$ cat config.mk
export PLATFORM = sky130hd
export DESIGN_NAME = if_fetch_unit
export DESIGN_NICKNAME = d
export VERILOG_FILES = /design/src/rtl/rv32_pkg.sv /design/src/rtl/if_skid_buf.sv /design/src/rtl/if_fetch_unit.sv
export SDC_FILE = /design/constraint.sdc
export NUM_CORES = 1
export LEC_CHECK = 0
export CAP_MARGIN = 20
export CORE_UTILIZATION = 56
export DETAILED_ROUTE_END_ITERATION = 10
export PLACE_DENSITY = 0.84
export SYNTH_ARGS = -nofsm -noshare
export SYNTH_HDL_FRONTEND = slang
export SYNTH_SLANG_ARGS = --single-unit
$ cat constraint.sdc
create_clock -name clk -period 3.4 [get_ports clk]
set_input_delay 0.68 -clock clk [delete_from_list [all_inputs] [get_ports clk]]
set_output_delay 0.68 -clock clk [all_outputs]
set_load 0.1 [all_outputs]
$ cat src/rtl/rv32_pkg.sv
// Shared RV32 core definitions: widths, NOP encoding, boot/trap vectors, fetch FSM states.
package rv32_pkg;

  localparam int unsigned XLEN = 32;

  localparam logic [XLEN-1:0] INSTR_NOP            = 32'h0000_0013;
  localparam logic [XLEN-1:0] RESET_VECTOR_DEFAULT = 32'h0000_0000;
  localparam logic [XLEN-1:0] TRAP_VECTOR_DEFAULT  = 32'h0000_0100;

  typedef enum logic [1:0] {
    StBoot,
    StReq,
    StWait,
    StHold
  } fetch_state_e;

endpackage

$ cat src/rtl/if_skid_buf.sv
// One-entry {pc, instr} holding register. It parks a fetch response that arrives while ID is
// stalled. Clear has priority over load, and load has priority over unload.
module if_skid_buf
  import rv32_pkg::*;
(
  input  logic            clk,
  input  logic            rst_n,
  input  logic            load,
  input  logic            unload,
  input  logic            clear,
  input  logic [XLEN-1:0] load_pc,
  input  logic [XLEN-1:0] load_instr,
  output logic            valid,
  output logic [XLEN-1:0] pc,
  output logic [XLEN-1:0] instr
);

  logic            valid_q;
  logic [XLEN-1:0] pc_q;
  logic [XLEN-1:0] instr_q;

  // Entry storage with synchronous reset
  always_ff @(posedge clk) begin
    if (!rst_n) begin
      valid_q <= 1'b0;
      pc_q    <= '0;
      instr_q <= INSTR_NOP;
    end else if (clear) begin
      valid_q <= 1'b0;
    end else if (load) begin
      valid_q <= 1'b1;
      pc_q    <= load_pc;
      instr_q <= load_instr;
    end else if (unload) begin
      valid_q <= 1'b0;
    end
  end

  assign valid = valid_q;
  assign pc    = pc_q;
  assign instr = instr_q;

endmodule

$ cat src/rtl/if_fetch_unit.sv
// RV32 instruction-fetch stage: owns the PC, issues one-outstanding word fetches over a
// valid/ready request and valid response interface, and drives the IF/ID register.
// Optional build macro IF_MISALIGN_CHECK_EN: a misaligned jump target raises a one-cycle
// misalign_exc and redirects fetch to TRAP_VECTOR. Without it, target bits [1:0] are ignored.
module if_fetch_unit
  import rv32_pkg::*;
#(
  parameter logic [XLEN-1:0] RESET_VECTOR = RESET_VECTOR_DEFAULT,
  parameter logic [XLEN-1:0] TRAP_VECTOR  = TRAP_VECTOR_DEFAULT
) (
  input  logic            clk,
  input  logic            rst_n,
  input  logic            stall_i,
  input  logic            take_jump,
  input  logic [XLEN-1:0] jump_target,
  output logic            imem_req_valid,
  output logic [XLEN-1:0] imem_req_addr,
  input  logic            imem_req_ready,
  input  logic            imem_rsp_valid,
  input  logic [XLEN-1:0] imem_rsp_data,
  output logic            if_valid,
  output logic [XLEN-1:0] if_pc,
  output logic [XLEN-1:0] if_instr,
  output logic            misalign_exc,
  output logic [XLEN-1:0] misalign_addr
);

  fetch_state_e    state_q;
  logic [XLEN-1:0] pc_q;
  // PC of the outstanding request; also holds a stuck request address after a redirect in REQ
  logic [XLEN-1:0] req_pc_q;
  logic            drop_q;

  logic            if_valid_q;
  logic [XLEN-1:0] if_pc_q;
  logic [XLEN-1:0] if_instr_q;

  logic            rsp_take;
  logic            b2b_req;
  logic            req_fire;
  logic [XLEN-1:0] redirect_pc;

  logic            skid_valid;
  logic [XLEN-1:0] skid_pc;
  logic [XLEN-1:0] skid_instr;
  logic            skid_load;
  logic            skid_unload;

  // A response that will actually be used (not squashed by drop or a redirect)
  assign rsp_take = (state_q == StWait) && imem_rsp_valid && !drop_q && !take_jump;
  assign b2b_req  = rsp_take && !stall_i;
  assign req_fire = imem_req_valid && imem_req_ready;

  // Request drive: a request already presented keeps its address until accepted
  always_comb begin
    imem_req_valid = 1'b0;
    imem_req_addr  = pc_q;
    unique case (state_q)
      StReq: begin
        imem_req_valid = 1'b1;
        imem_req_addr  = drop_q ? req_pc_q : pc_q;
      end
      StWait:  imem_req_valid = b2b_req;
      default: imem_req_valid = 1'b0;
    endcase
  end

`ifdef IF_MISALIGN_CHECK_EN
  logic            misaligned;
  logic            misalign_exc_q;
  logic [XLEN-1:0] misalign_addr_q;

  assign misaligned  = (jump_target[1:0] != 2'b00);
  assign redirect_pc = misaligned ? TRAP_VECTOR : jump_target;

  // One-cycle exception pulse; the address stays until the next misaligned jump
  always_ff @(posedge clk) begin
    if (!rst_n) begin
      misalign_exc_q  <= 1'b0;
      misalign_addr_q <= '0;
    end else begin
      misalign_exc_q <= take_jump && misaligned;
      if (take_jump && misaligned) begin
        misalign_addr_q <= jump_target;
      end
    end
  end

  assign misalign_exc  = misalign_exc_q;
  assign misalign_addr = misalign_addr_q;
`else
  logic unused_tgt_lsbs;
  logic unused_trap_vec;

  assign unused_tgt_lsbs = ^jump_target[1:0];
  assign unused_trap_vec = ^TRAP_VECTOR;
  assign redirect_pc     = {jump_target[XLEN-1:2], 2'b00};
  assign misalign_exc    = 1'b0;
  assign misalign_addr   = '0;
`endif

  // Fetch FSM: PC, outstanding-request bookkeeping and wrong-path drop flag
  always_ff @(posedge clk) begin
    if (!rst_n) begin
      state_q  <= StBoot;
      pc_q     <= RESET_VECTOR;
      req_pc_q <= '0;
      drop_q   <= 1'b0;
    end else if (take_jump) begin
      pc_q <= redirect_pc;
      unique case (state_q)
        StBoot: state_q <= StReq;
        StReq: begin
          // The presented request cannot be withdrawn; its response gets dropped
          drop_q <= 1'b1;
          if (imem_req_ready) begin
            state_q <= StWait;
          end else if (!drop_q) begin
            req_pc_q <= pc_q;
          end
        end
        StWait: begin
          if (imem_rsp_valid) begin
            drop_q  <= 1'b0;
            state_q <= StReq;
          end else begin
            drop_q <= 1'b1;
          end
        end
        StHold: state_q <= StReq;
      endcase
    end else begin
      unique case (state_q)
        StBoot: state_q <= StReq;
        StReq: begin
          if (imem_req_ready) begin
            state_q <= StWait;
            // With drop set, pc already holds the redirect target
            if (!drop_q) begin
              req_pc_q <= pc_q;
              pc_q     <= pc_q + 32'd4;
            end
          end
        end
        StWait: begin
          if (imem_rsp_valid) begin
            if (drop_q) begin
              drop_q  <= 1'b0;
              state_q <= StReq;
            end else if (stall_i) begin
              state_q <= StHold;
            end else if (req_fire) begin
              req_pc_q <= pc_q;
              pc_q     <= pc_q + 32'd4;
            end else begin
              state_q <= StReq;
            end
          end
        end
        StHold: begin
          if (!stall_i) begin
            state_q <= StReq;
          end
        end
      endcase
    end
  end

  assign skid_load   = rsp_take && stall_i;
  assign skid_unload = (state_q == StHold) && !stall_i && !take_jump;

  if_skid_buf u_skid (
    .clk        (clk),
    .rst_n      (rst_n),
    .load       (skid_load),
    .unload     (skid_unload),
    .clear      (take_jump),
    .load_pc    (req_pc_q),
    .load_instr (imem_rsp_data),
    .valid      (skid_valid),
    .pc         (skid_pc),
    .instr      (skid_instr)
  );

  // IF/ID register: redirect flushes, stall holds, otherwise new instruction or bubble
  always_ff @(posedge clk) begin
    if (!rst_n) begin
      if_valid_q <= 1'b0;
      if_pc_q    <= '0;
      if_instr_q <= INSTR_NOP;
    end else if (take_jump) begin
      if_valid_q <= 1'b0;
    end else if (!stall_i) begin
      if (rsp_take) begin
        if_valid_q <= 1'b1;
        if_pc_q    <= req_pc_q;
        if_instr_q <= imem_rsp_data;
      end else if (state_q == StHold) begin
        if_valid_q <= skid_valid;
        if_pc_q    <= skid_pc;
        if_instr_q <= skid_instr;
      end else begin
        if_valid_q <= 1'b0;
      end
    end
  end

  assign if_valid = if_valid_q;
  assign if_pc    = if_pc_q;
  assign if_instr = if_instr_q;

endmodule

==> qor.csv <==
stage,metric,value,unit
status,status,completed,
global_routing,gr usage total,0.272,
job,max-cap violation count,0,
floorplan,Core Area,17300,um2
sta,Fin. Hold Viols,0,
pwr,Pint,3.97,mW
setup_path,CP Capture Type,output port,
drt,via/cell ratio,5.88,
synth,fraction of registers with async set/reset,0,
sta,fin. max-slew vios,0,
sta,f_max,0.332,GHz
pwr,switching power,1.94,mW
synth,"Seq/Total Area, Yosys",0.395,
setup_path,crit path DAT,2330,ps
drt,DRT antenna net count,0,
cts,"Reg clk slew, reported paths",70,ps
layout,Multi-input gate area,5390,um2
global_routing,largest net degree at the start of global routing,107,
cts,# hold bufs at CTS,0,
drt,met3 wire len,1.43,mm
layout,"most common cell after layout, fill and taps aside",nand2_1,
pwr,switching portion of total power,0.329,
drt,DR WL/cell,16.8,um
pwr,peak supply drop,414,uV
global_routing,initial antenna violation count,0,
cts,"Clk Latency, worst-skew pair",440,ps
synth,Mean Syn Cell Area,8.83,um2
drt,TritonRoute pass-1 iters,5,
cts,H-tree depth,4,
synth,"EDFF count, synth",0,
layout,Antenna Cells,0,
synth,share of the synthesized area in the top cell type,0.395,
worst_hold_path,HP Class,flop to flop,
sta,Tightest Pin Transition,992,ps
drt,Initial DRC Count,688,
cts,buffer count from post-CTS setup fixing,0,
drt,DR top layer,met4,
cts,Inserted Clock Buffers,17,
setup_path,largest stage delay on the critical path,440,ps
pwr,total power draw,5.91,mW
placed_design,Post-DP HPWL,16.2,mm
floorplan,Initial Util,0.572,
setup_path,Setup Crit Path Kind,flop to output port,
cts,PostCTS Resize Cnt,0,
sta,Final period util,0.886,
pwr,Cell Pwr Density,478,nW/um2
pwr,sequential power share,0.419,
synth,netlist area before placement,9890,um2
layout,Reg area,3900,um2
setup_path,reg2reg start,state_q[0]$_SDFFE_PN0P_,
setup_path,worst-path fanout max,30,
layout,Final #Nets,1298,
floorplan,# IOs,201,
sta,Max-slew headroom,0.337,
cts,Clock Tree Buf Depth,2,
setup_path,Worst EP required,2720,ps
sta,Final Setup Violations,0,
setup_path,CP Launch Type,flop,
setup_path,cell chain of the critical path,inv_1 > ha_1 > nand2_1 > buf_4 > mux2_2 > buf_12,
synth,Synth area leaders,"dfxtp_1 (39%), nand2_1 (7.8%), mux2i_1 (6.7%)",
synth,synth warn,0,
pwr,Clk pwr share,0.358,
setup_path,Critical-path top delay cell,mux2_2,
synth,Yosys cell types,52,
worst_hold_path,worst hold start,u_skid.pc[22]$_SDFFE_PN0P_,
synth,top_reg_cell synth,dfxtp_1,
drt,via count,8597,
drt,met2 routed WL,12.0,mm
floorplan,DIE HEIGHT,135,um
cts,TritonCTS clock tree,done,
synth,Synth Register Bits,195,
placed_design,post-place instance area,11700,um2
sta,skew final,6.30,ps
sta,hold_ws,451,ps
floorplan,die footprint,18200,um2
synth,Post-Synthesis Cells,1119,
floorplan,Site Rows,48,
layout,"commonest cells after routing, fill and taps aside","nand2_1 (205), dfxtp_1 (195), clkdlybuf4s50_1 (92), mux2i_1 (66)",
sta,RSZ-0062 raised after global routing,no,
layout,filler instances,1287,
drt,WL met1,10.5,mm
synth,post-synth top area cell,dfxtp_1,
cts,clk sinks,195,
global_routing,global-route wire length before repair,39.5,mm
placed_design,RD Place Congestion,0.882,
layout,layout cells sized above 1,0.152,
sta,fin crit period,3010,ps
cts,Clock Tree Root,clkbuf_16,
pwr,Comb power frac,0.222,
drt,Residual DRC,0,
global_routing,GRT overflow,0,
layout,fin area,12400,um2
layout,area grow syn2layout,25.1,%
drt,routed wire length,24.5,mm
placed_design,IO buf count,165,
setup_path,origin of the worst setup path,state_q[1]$_SDFFE_PN0P_,
floorplan,chip width,135,um
pwr,Leak Pwr,5.21,nW
sta,total negative slack,0,ps
global_routing,number of global-route vias before repair,7817,
worst max-delay path, delay by kind of cell (launching register included):
family | cells | cell delay [ps]
fa+ha+maj | 1 | 300
flops | 1 | 400
simple gates | 1 | 110
mux | 1 | 440
buf+inv | 3 | 630
per-stage QoR:
step | instances | setup WS [ps] | util
6_report | 1462 | 388 | 0.715
5_1_grt | 1462 | 307 | 0.715
4_1_cts | 1461 | 405 | 0.713
3_5_place_dp | 1429 | 487 | 0.677
3_3_place_gp | 1429 | 491 | 0.677
2_1_floorplan | 1151 | 414 | -
area by class of cell:
class,instances,area share
clock buffer,17,0.0344
tap,225,0.0228
inverter,8,0.00243
multi-input combinational,812,0.436
clock inverter,15,0.0162
timing repair buffer,190,0.172
sequential,195,0.316
synth_stat cells, types with 2 or more instances:
cell        n
a211oi_1    2
o211a_1    61
o21ai_0    34
and2_1      4
mux2i_1    66
and4_1      3
a32oi_1    30
a21boi_1   61
nand3_1    44
nor2b_1     5
buf_2      23
nor4_2     15
and3_1     39
a22oi_1     2
buf_4      39
inv_1       7
nand2b_1   32
clkbuf_1   69
o211ai_1    5
ha_1        4
a21oi_1    31
nor4_1      6
nand2_1   206
o21ai_2     2
buf_6       2
buf_1       3
xnor2_1    27
nor2_1      9
dfxtp_1   195
nor3_1      8
mux2_2     30
nand4_1    35
power by group through the flow:
stage	registers, mW	logic [mW]	clock network [mW]
2_1_floorplan	2.60	0.845	0
3_3_place_gp	2.52	1.27	0
3_5_place_dp	2.53	1.28	0
4_1_cts	2.47	1.29	2.14
5_1_grt	2.49	1.37	2.25
6_report	2.48	1.31	2.12
layer usage:
layer | vias up | track usage
met4 | 0 | 0.0955
met5 | - | 0
met2 | 314 | 0.455
met3 | 44 | 0.0439
li1 | 4134 | -
met1 | 4105 | 0.355
worst paths after layout:
path / end / cells after the start / slack [ps]
setup / recovery: imem_req_addr[20] / 6 / 390
hold / removal: u_skid.pc[22]$_SDFFE_PN0P_ / 2 / 450
setup reg to reg: pc_q[22]$_SDFFE_PN0P_ / 9 / 870
hold reg to reg: u_skid.pc[22]$_SDFFE_PN0P_ / 2 / 450
cells by family (layout without fill, tap and decap cells):
group                    count (synthesis)  count (layout)  share of synthesized area
buffers and inverters                  144             230                     0.0739
flip-flops                             195             195                      0.395
multiplexers                            96              96                      0.101
AO/OA/AOI/OAI                          237             237                      0.184
AND/OR/NAND/NOR                        415             415                      0.217
other                                    1              33                   0.000379
XOR/XNOR                                27              27                     0.0239
adder cells (fa/ha/maj)                  4               4                    0.00506
state kept, by name, summed over array words and instances (netlist names):
register	count
if_instr	32
if_pc	32
req_pc_q	32
u_skid.instr	32
u_skid.pc	32
pc_q	30
state_q	2
drop_q	1
if_valid	1
u_skid.valid	1
(Power assumes the default switching activity.)
